===== config.mk =====
export PLATFORM = sky130hd
export DESIGN_NAME = q_agent_driver
export DESIGN_NICKNAME = d
export VERILOG_FILES = /design/src/rtl/q_agent_driver_pkg.sv /design/src/rtl/q_agent_driver_grid_env_step.sv /design/src/rtl/q_agent_driver.sv
export SDC_FILE = /design/constraint.sdc
export NUM_CORES = 1
export LEC_CHECK = 0
export CAP_MARGIN = 20
export CORE_MARGIN = 5
export CORE_UTILIZATION = 53
export CTS_CLUSTER_SIZE = 10
export DETAILED_ROUTE_END_ITERATION = 8
export PLACE_DENSITY = 0.8
export SLEW_MARGIN = 10
export SYNTH_ARGS = -nofsm -noshare
export SYNTH_HDL_FRONTEND = slang
export SYNTH_SLANG_ARGS = --single-unit

===== constraint.sdc =====
create_clock -name clk -period 2.9 [get_ports clk]
set_input_delay 0.29 -clock clk [delete_from_list [all_inputs] [get_ports clk]]
set_output_delay 0.29 -clock clk [all_outputs]
set_load 0.03 [all_outputs]

===== src/rtl/q_agent_driver_pkg.sv =====
// Shared widths, action encodings and FSM state type for the Q-learning agent driver.
package q_agent_driver_pkg;

    localparam int STATES_WIDTH  = 4;
    localparam int ACTIONS_WIDTH = 2;
    localparam int DATA_WIDTH    = 16;
    localparam int ACTIONS       = 4;

    localparam logic [ACTIONS_WIDTH-1:0] ACT_UP    = 2'd0;
    localparam logic [ACTIONS_WIDTH-1:0] ACT_DOWN  = 2'd1;
    localparam logic [ACTIONS_WIDTH-1:0] ACT_LEFT  = 2'd2;
    localparam logic [ACTIONS_WIDTH-1:0] ACT_RIGHT = 2'd3;

    typedef enum logic [2:0] {
        S_IDLE,
        S_SELECT,
        S_ISSUE,
        S_WAIT,
        S_EPI_END,
        S_DONE
    } agent_state_t;

endpackage


===== src/rtl/q_agent_driver_grid_env_step.sv =====
// Combinational grid-world environment: (state, action) -> (next state, reward).
module grid_env_step
    import q_agent_driver_pkg::*;
#(
    parameter int GRID_COLS   = 4,
    parameter int GRID_ROWS   = 4,
    parameter int GOAL_STATE  = 15,
    parameter int REWARD_GOAL = 256,
    parameter int REWARD_WALL = -256,
    parameter int REWARD_STEP = -16
) (
    input  logic [STATES_WIDTH-1:0]  st_i,
    input  logic [ACTIONS_WIDTH-1:0] at_i,
    output logic [STATES_WIDTH-1:0]  next_st_o,
    output logic [DATA_WIDTH-1:0]    rt_o
);

    localparam logic [STATES_WIDTH-1:0] COLS     = STATES_WIDTH'(GRID_COLS);
    localparam logic [STATES_WIDTH-1:0] LAST_COL = STATES_WIDTH'(GRID_COLS - 1);
    localparam logic [STATES_WIDTH-1:0] LAST_ROW = STATES_WIDTH'(GRID_ROWS - 1);
    localparam logic [STATES_WIDTH-1:0] GOAL     = STATES_WIDTH'(GOAL_STATE);

    logic [STATES_WIDTH-1:0] row;
    logic [STATES_WIDTH-1:0] col;
    logic                    wall;

    always_comb begin
        row       = st_i / COLS;
        col       = st_i % COLS;
        wall      = 1'b0;
        next_st_o = st_i;
        case (at_i)
            ACT_UP:    if (row == '0)       wall = 1'b1; else next_st_o = st_i - COLS;
            ACT_DOWN:  if (row == LAST_ROW) wall = 1'b1; else next_st_o = st_i + COLS;
            ACT_LEFT:  if (col == '0)       wall = 1'b1; else next_st_o = st_i - 1'b1;
            ACT_RIGHT: if (col == LAST_COL) wall = 1'b1; else next_st_o = st_i + 1'b1;
        endcase

        if (wall)
            rt_o = DATA_WIDTH'(REWARD_WALL);
        else if (next_st_o == GOAL)
            rt_o = DATA_WIDTH'(REWARD_GOAL);
        else
            rt_o = DATA_WIDTH'(REWARD_STEP);
    end

endmodule


===== src/rtl/q_agent_driver.sv =====
// Episode driver for the Q-learning datapath: epsilon-greedy grid walk, one transition per step.
// Define Q_AGENT_DUMP_EN to pulse o_write_file_en for one cycle on entry to DONE.
module q_agent_driver
    import q_agent_driver_pkg::*;
#(
    parameter int          GRID_COLS   = 4,
    parameter int          GRID_ROWS   = 4,
    parameter int          START_STATE = 0,
    parameter int          GOAL_STATE  = 15,
    parameter int          MAX_STEPS   = 64,
    parameter int          EPSILON     = 26,
    parameter logic [15:0] LFSR_SEED   = 16'hACE1,
    parameter int          REWARD_GOAL = 256,
    parameter int          REWARD_WALL = -256,
    parameter int          REWARD_STEP = -16
) (
    input  logic                     clk,
    input  logic                     rst_n,
    input  logic                     i_start,
    input  logic [15:0]              i_num_episodes,
    input  logic [ACTIONS_WIDTH-1:0] i_at_max,
    input  logic                     i_upd_valid,
    output logic                     o_valid,
    output logic [STATES_WIDTH-1:0]  o_st,
    output logic [STATES_WIDTH-1:0]  o_next_st,
    output logic [ACTIONS_WIDTH-1:0] o_at,
    output logic [DATA_WIDTH-1:0]    o_rt,
    output logic                     o_write_file_en,
    output logic                     o_busy,
    output logic                     o_done,
    output logic [15:0]              o_episode_cnt,
    output logic [15:0]              o_step_cnt
);

`ifdef Q_AGENT_DUMP_EN
    localparam logic DUMP_EN = 1'b1;
`else
    localparam logic DUMP_EN = 1'b0;
`endif

    localparam logic [STATES_WIDTH-1:0] START = STATES_WIDTH'(START_STATE);
    localparam logic [STATES_WIDTH-1:0] GOAL  = STATES_WIDTH'(GOAL_STATE);

    agent_state_t             state_q;
    logic [15:0]              lfsr_q;
    logic [15:0]              lfsr_d;
    logic [ACTIONS_WIDTH-1:0] g_at_q;
    logic [ACTIONS_WIDTH-1:0] at_d;
    logic [STATES_WIDTH-1:0]  st_q;
    logic [STATES_WIDTH-1:0]  env_next_st;
    logic [DATA_WIDTH-1:0]    env_rt;
    logic [15:0]              num_eps_q;
    logic [15:0]              episode_cnt_q;
    logic [15:0]              step_cnt_q;
    logic                     valid_q, busy_q, done_q, wfe_q;
    logic [STATES_WIDTH-1:0]  o_st_q, o_next_st_q;
    logic [ACTIONS_WIDTH-1:0] o_at_q;
    logic [DATA_WIDTH-1:0]    o_rt_q;

    // Fibonacci LFSR, taps 16,14,13,11, shifting toward bit 0.
    always_comb begin
        lfsr_d = {lfsr_q[0] ^ lfsr_q[2] ^ lfsr_q[3] ^ lfsr_q[5], lfsr_q[15:1]};
        at_d   = (lfsr_q[7:0] < 8'(EPSILON)) ? lfsr_q[9:8] : g_at_q;
    end

    grid_env_step #(
        .GRID_COLS  (GRID_COLS),
        .GRID_ROWS  (GRID_ROWS),
        .GOAL_STATE (GOAL_STATE),
        .REWARD_GOAL(REWARD_GOAL),
        .REWARD_WALL(REWARD_WALL),
        .REWARD_STEP(REWARD_STEP)
    ) u_env (
        .st_i     (st_q),
        .at_i     (at_d),
        .next_st_o(env_next_st),
        .rt_o     (env_rt)
    );

    always_ff @(posedge clk) begin
        if (!rst_n) begin
            state_q       <= S_IDLE;
            lfsr_q        <= LFSR_SEED;
            g_at_q        <= '0;
            st_q          <= '0;
            num_eps_q     <= '0;
            episode_cnt_q <= '0;
            step_cnt_q    <= '0;
            valid_q       <= 1'b0;
            busy_q        <= 1'b0;
            done_q        <= 1'b0;
            wfe_q         <= 1'b0;
            o_st_q        <= '0;
            o_next_st_q   <= '0;
            o_at_q        <= '0;
            o_rt_q        <= '0;
        end else begin
            valid_q <= 1'b0;
            wfe_q   <= 1'b0;
            case (state_q)
                S_IDLE, S_DONE: begin
                    if (i_start) begin
                        num_eps_q     <= i_num_episodes;
                        st_q          <= START;
                        episode_cnt_q <= '0;
                        step_cnt_q    <= '0;
                        g_at_q        <= '0;
                        if (i_num_episodes == '0) begin
                            state_q <= S_DONE;
                            done_q  <= 1'b1;
                            busy_q  <= 1'b0;
                            wfe_q   <= DUMP_EN;
                        end else begin
                            state_q <= S_SELECT;
                            done_q  <= 1'b0;
                            busy_q  <= 1'b1;
                        end
                    end
                end
                S_SELECT: begin
                    lfsr_q      <= lfsr_d;
                    o_st_q      <= st_q;
                    o_next_st_q <= env_next_st;
                    o_at_q      <= at_d;
                    o_rt_q      <= env_rt;
                    valid_q     <= 1'b1;
                    state_q     <= S_ISSUE;
                end
                S_ISSUE: state_q <= S_WAIT;
                S_WAIT: begin
                    if (i_upd_valid) begin
                        step_cnt_q <= step_cnt_q + 16'd1;
                        g_at_q     <= i_at_max;
                        if (o_next_st_q == GOAL || step_cnt_q + 16'd1 == 16'(MAX_STEPS)) begin
                            state_q <= S_EPI_END;
                        end else begin
                            st_q    <= o_next_st_q;
                            state_q <= S_SELECT;
                        end
                    end
                end
                S_EPI_END: begin
                    episode_cnt_q <= episode_cnt_q + 16'd1;
                    st_q          <= START;
                    step_cnt_q    <= '0;
                    g_at_q        <= '0;
                    if (episode_cnt_q + 16'd1 == num_eps_q) begin
                        state_q <= S_DONE;
                        done_q  <= 1'b1;
                        busy_q  <= 1'b0;
                        wfe_q   <= DUMP_EN;
                    end else begin
                        state_q <= S_SELECT;
                    end
                end
                default: state_q <= S_IDLE;
            endcase
        end
    end

    assign o_valid         = valid_q;
    assign o_st            = o_st_q;
    assign o_next_st       = o_next_st_q;
    assign o_at            = o_at_q;
    assign o_rt            = o_rt_q;
    assign o_write_file_en = wfe_q;
    assign o_busy          = busy_q;
    assign o_done          = done_q;
    assign o_episode_cnt   = episode_cnt_q;
    assign o_step_cnt      = step_cnt_q;

endmodule


==> flow_metrics.py <==
metrics = {
    "outcome": {
        "status": "finished, final reports clean",
    },
    "worst_setup_path": {
        "end_kind": "flip-flop",
        "reg2regPathDepth": 7,
        "required_ns": 3.12,
        "cp_max_fo": 11,
        "critPathLaunchType": "flip-flop",
        "worstSetupPathType": "flip-flop to flip-flop",
        "worst-endpoint-arrival_ns": 2.84,
        "worst-r2r-setup-slack_ns": 0.29,
    },
    "synthesis": {
        "ys_warn_count": 0,
        "muxShareOfSynthArea": 0.0507,
        "synth_xor_area_frac": 0.0484,
        "syn-mean-instance-area_um2": 7.84,
        "ys_top_cells_by_area": "dfxtp_1 36%, nand2_1 6.6%, a21oi_1 4.3%",
        "synth_area_um2": 4880,
        "ys.flop_type": "dfxtp_1",
        "yosys.cell_types.count": 61,
        "synth_compound_area_frac": 0.187,
        "synth_edf_count": 0,
        "synthAdderAreaFrac": 0.00769,
        "synth_top_area_cell": "dfxtp_1",
        "ys_ff_latch": 89,
        "synthMostInstantiatedCell": "dfxtp_1",
        "synth-simple-area-share": 0.275,
        "yosys-top-cells-count": "89 x dfxtp_1, 86 x nand2_1, 53 x nor2_1",
        "synth_top_family_by_area": "simple AND/OR/NAND/NOR gates",
        "async_flop_share": 0,
        "synth_cells": 623,
        "synth_seq_area_share": 0.365,
        "synth_top_area_frac": 0.365,
    },
    "worst_hold_path": {
        "holdPathStages": 2,
        "hold_class": "flip-flop to flip-flop",
    },
    "sta": {
        "slew_violations": 0,
        "worst_slew_pin_slew_ns": 0.583,
        "tns_ns": 0,
        "timing.final.ws_setup_ns": 0.286,
        "hold_violations": 0,
        "whs_ns": 0.463,
        "period_needed_ns": 2.61,
        "fin_crit_sh": 0.901,
        "relSlewSlack": 0.600,
        "setup_viol_count_final": 0,
        "clock.fmax_mhz": 383,
        "fin_worst_skew_ns": 0.00722,
        "grt_setup_unrepaired": "false",
    },
    "global_routing": {
        "grt_pass1_vias": 4325,
        "antenna_found_initial": 0,
        "grt_pass1_wl_um": 20600,
        "track_usage": 0.221,
        "grt_overflow": 0,
        "grt_max_degree": 35,
    },
    "floorplan": {
        "die-width_um": 106,
        "core-area_um2": 9110,
        "initial_core_util": 0.536,
        "die_h_um": 106,
        "ios": 84,
        "fp.dieArea_um2": 11200,
        "num_rows": 35,
    },
    "clocking": {
        "cts.sinks": 89,
        "clk_path_buf_depth": 2,
        "clk_latency_ns": 0.36,
        "cts_root_buf": "clkbuf_8",
        "numCtsBuffers": 9,
        "cts_tree": "done",
        "htree_levels": 3,
        "cts.clk_slew.worst_paths_ns": 0.10,
        "cts-hold-fix-buffers": 0,
    },
    "route": {
        "num_vias": 4579,
        "ant_nets": 0,
        "wl_um": 12400,
        "routedWlPerCell_um": 15.7,
        "drt-initial-drc-count": 302,
        "dr.pass1.iters": 7,
        "vias_per_cell": 5.81,
        "drc_errors": 0,
    },
    "place": {
        "hpwl_um": 8760,
        "post-place-ws_ns": 0.229,
        "gp_congestion": 0.934,
        "port_buffers": 78,
        "dp.cells": 772,
        "place_area_um2": 5660,
    },
    "finish": {
        "stdcell_area_um2": 5870,
        "final_core_util": 0.644,
        "drive_above_1_share": 0.0753,
        "antenna_cells": 0,
        "final_nets": 697,
        "syn_to_final_growth_pct": 20.2,
        "fin_cells": 788,
    },
    "power_and_ir_drop": {
        "ir_worst_vdd_mv": 0.326,
        "p_leak_nw": 2.13,
        "powerDensity_nw_per_um2": 503,
        "power_mw": 2.95,
    },
    "flow_run": {
        "maxCapViolations": 0,
    },
}
[power breakdown]
part,internal (mW),total (mW),switching (mW)
Combinational,0.274,0.674,0.400
Sequential,1.31,1.39,0.0838
Clock,0.410,0.883,0.473
[cell families (layout without fill, tap and decap cells)]
kind of cell / Yosys count / count (layout)
flip-flops: 89 / 89
other: 1 / 5
buffers and inverters: 68 / 118
adder cells (fa/ha/maj): 3 / 3
multiplexers: 24 / 24
XOR/XNOR: 27 / 27
AO/OA/AOI/OAI: 142 / 142
AND/OR/NAND/NOR: 269 / 269
[flip-flops by register name, indices dropped and copies added (netlist names), 2 cells and up]
| signal | count |
|---|---|
| o_step_cnt | 16 |
| o_next_st | 4 |
| lfsr_q | 16 |
| o_st | 4 |
| g_at_q | 2 |
| o_rt | 3 |
| state_q | 3 |
| num_eps_q | 16 |
| o_episode_cnt | 16 |
| st_q | 4 |
| o_at | 2 |
[cell type report]
cell class | instances | area [µm²]
Sequential cell | 89 | 1780
Clock buffer | 9 | 124
Tap cell | 111 | 139
Fill cell | 786 | 3240
Multi-Input combinational cell | 470 | 2800
Timing Repair Buffer | 96 | 916
Inverter | 6 | 22.5
Clock inverter | 7 | 77.6
[layer usage]
metal / global-route usage / share of wire / up-vias
li1: - / - / 2277
met1: 0.281 / 0.44 / 2151
met2: 0.387 / 0.50 / 138
met3: 0.0425 / 0.054 / 13
met4: 0.0546 / 0.012 / 0
met5: 0 / 0 / -
[worst max-delay path, stage by stage, from the launching register on]
cell,delay [ns]
dfxtp_1,0.52
nand2_1,0.23
nor4_1,0.60
xnor2_1,0.19
nand4_1,0.14
or4_4,0.45
nor3_1,0.23
o32ai_1,0.12
[final timing paths]
path,from,to
worst max-delay path,o_episode_cnt[4],o_busy
worst max register to register,o_episode_cnt[4],o_busy
worst min-delay path,o_st[0],o_st[0]
worst min register to register,o_st[0],o_st[0]
[what timing repair did]
item                       4_1_cts  5_1_grt
gates resized for setup          0        3
setup buffers                    0        0
setup endpoints to repair        0        2
[placed cells by master, fill, tap and decap left out, types with 10 or more instances in the layout]
master and instances:
dfxtp_1 87, nand2_1 86, clkdlybuf4s50_1 78, nor2_1 53, a21oi_1 40, o21ai_0 34
nand3_1 25, nor2b_1 24, nor3_1 21, mux2i_1 21, xnor2_1 20, buf_4 18
nor4_1 13, nand4_1 10
Power figures use the tool's default switching activity.
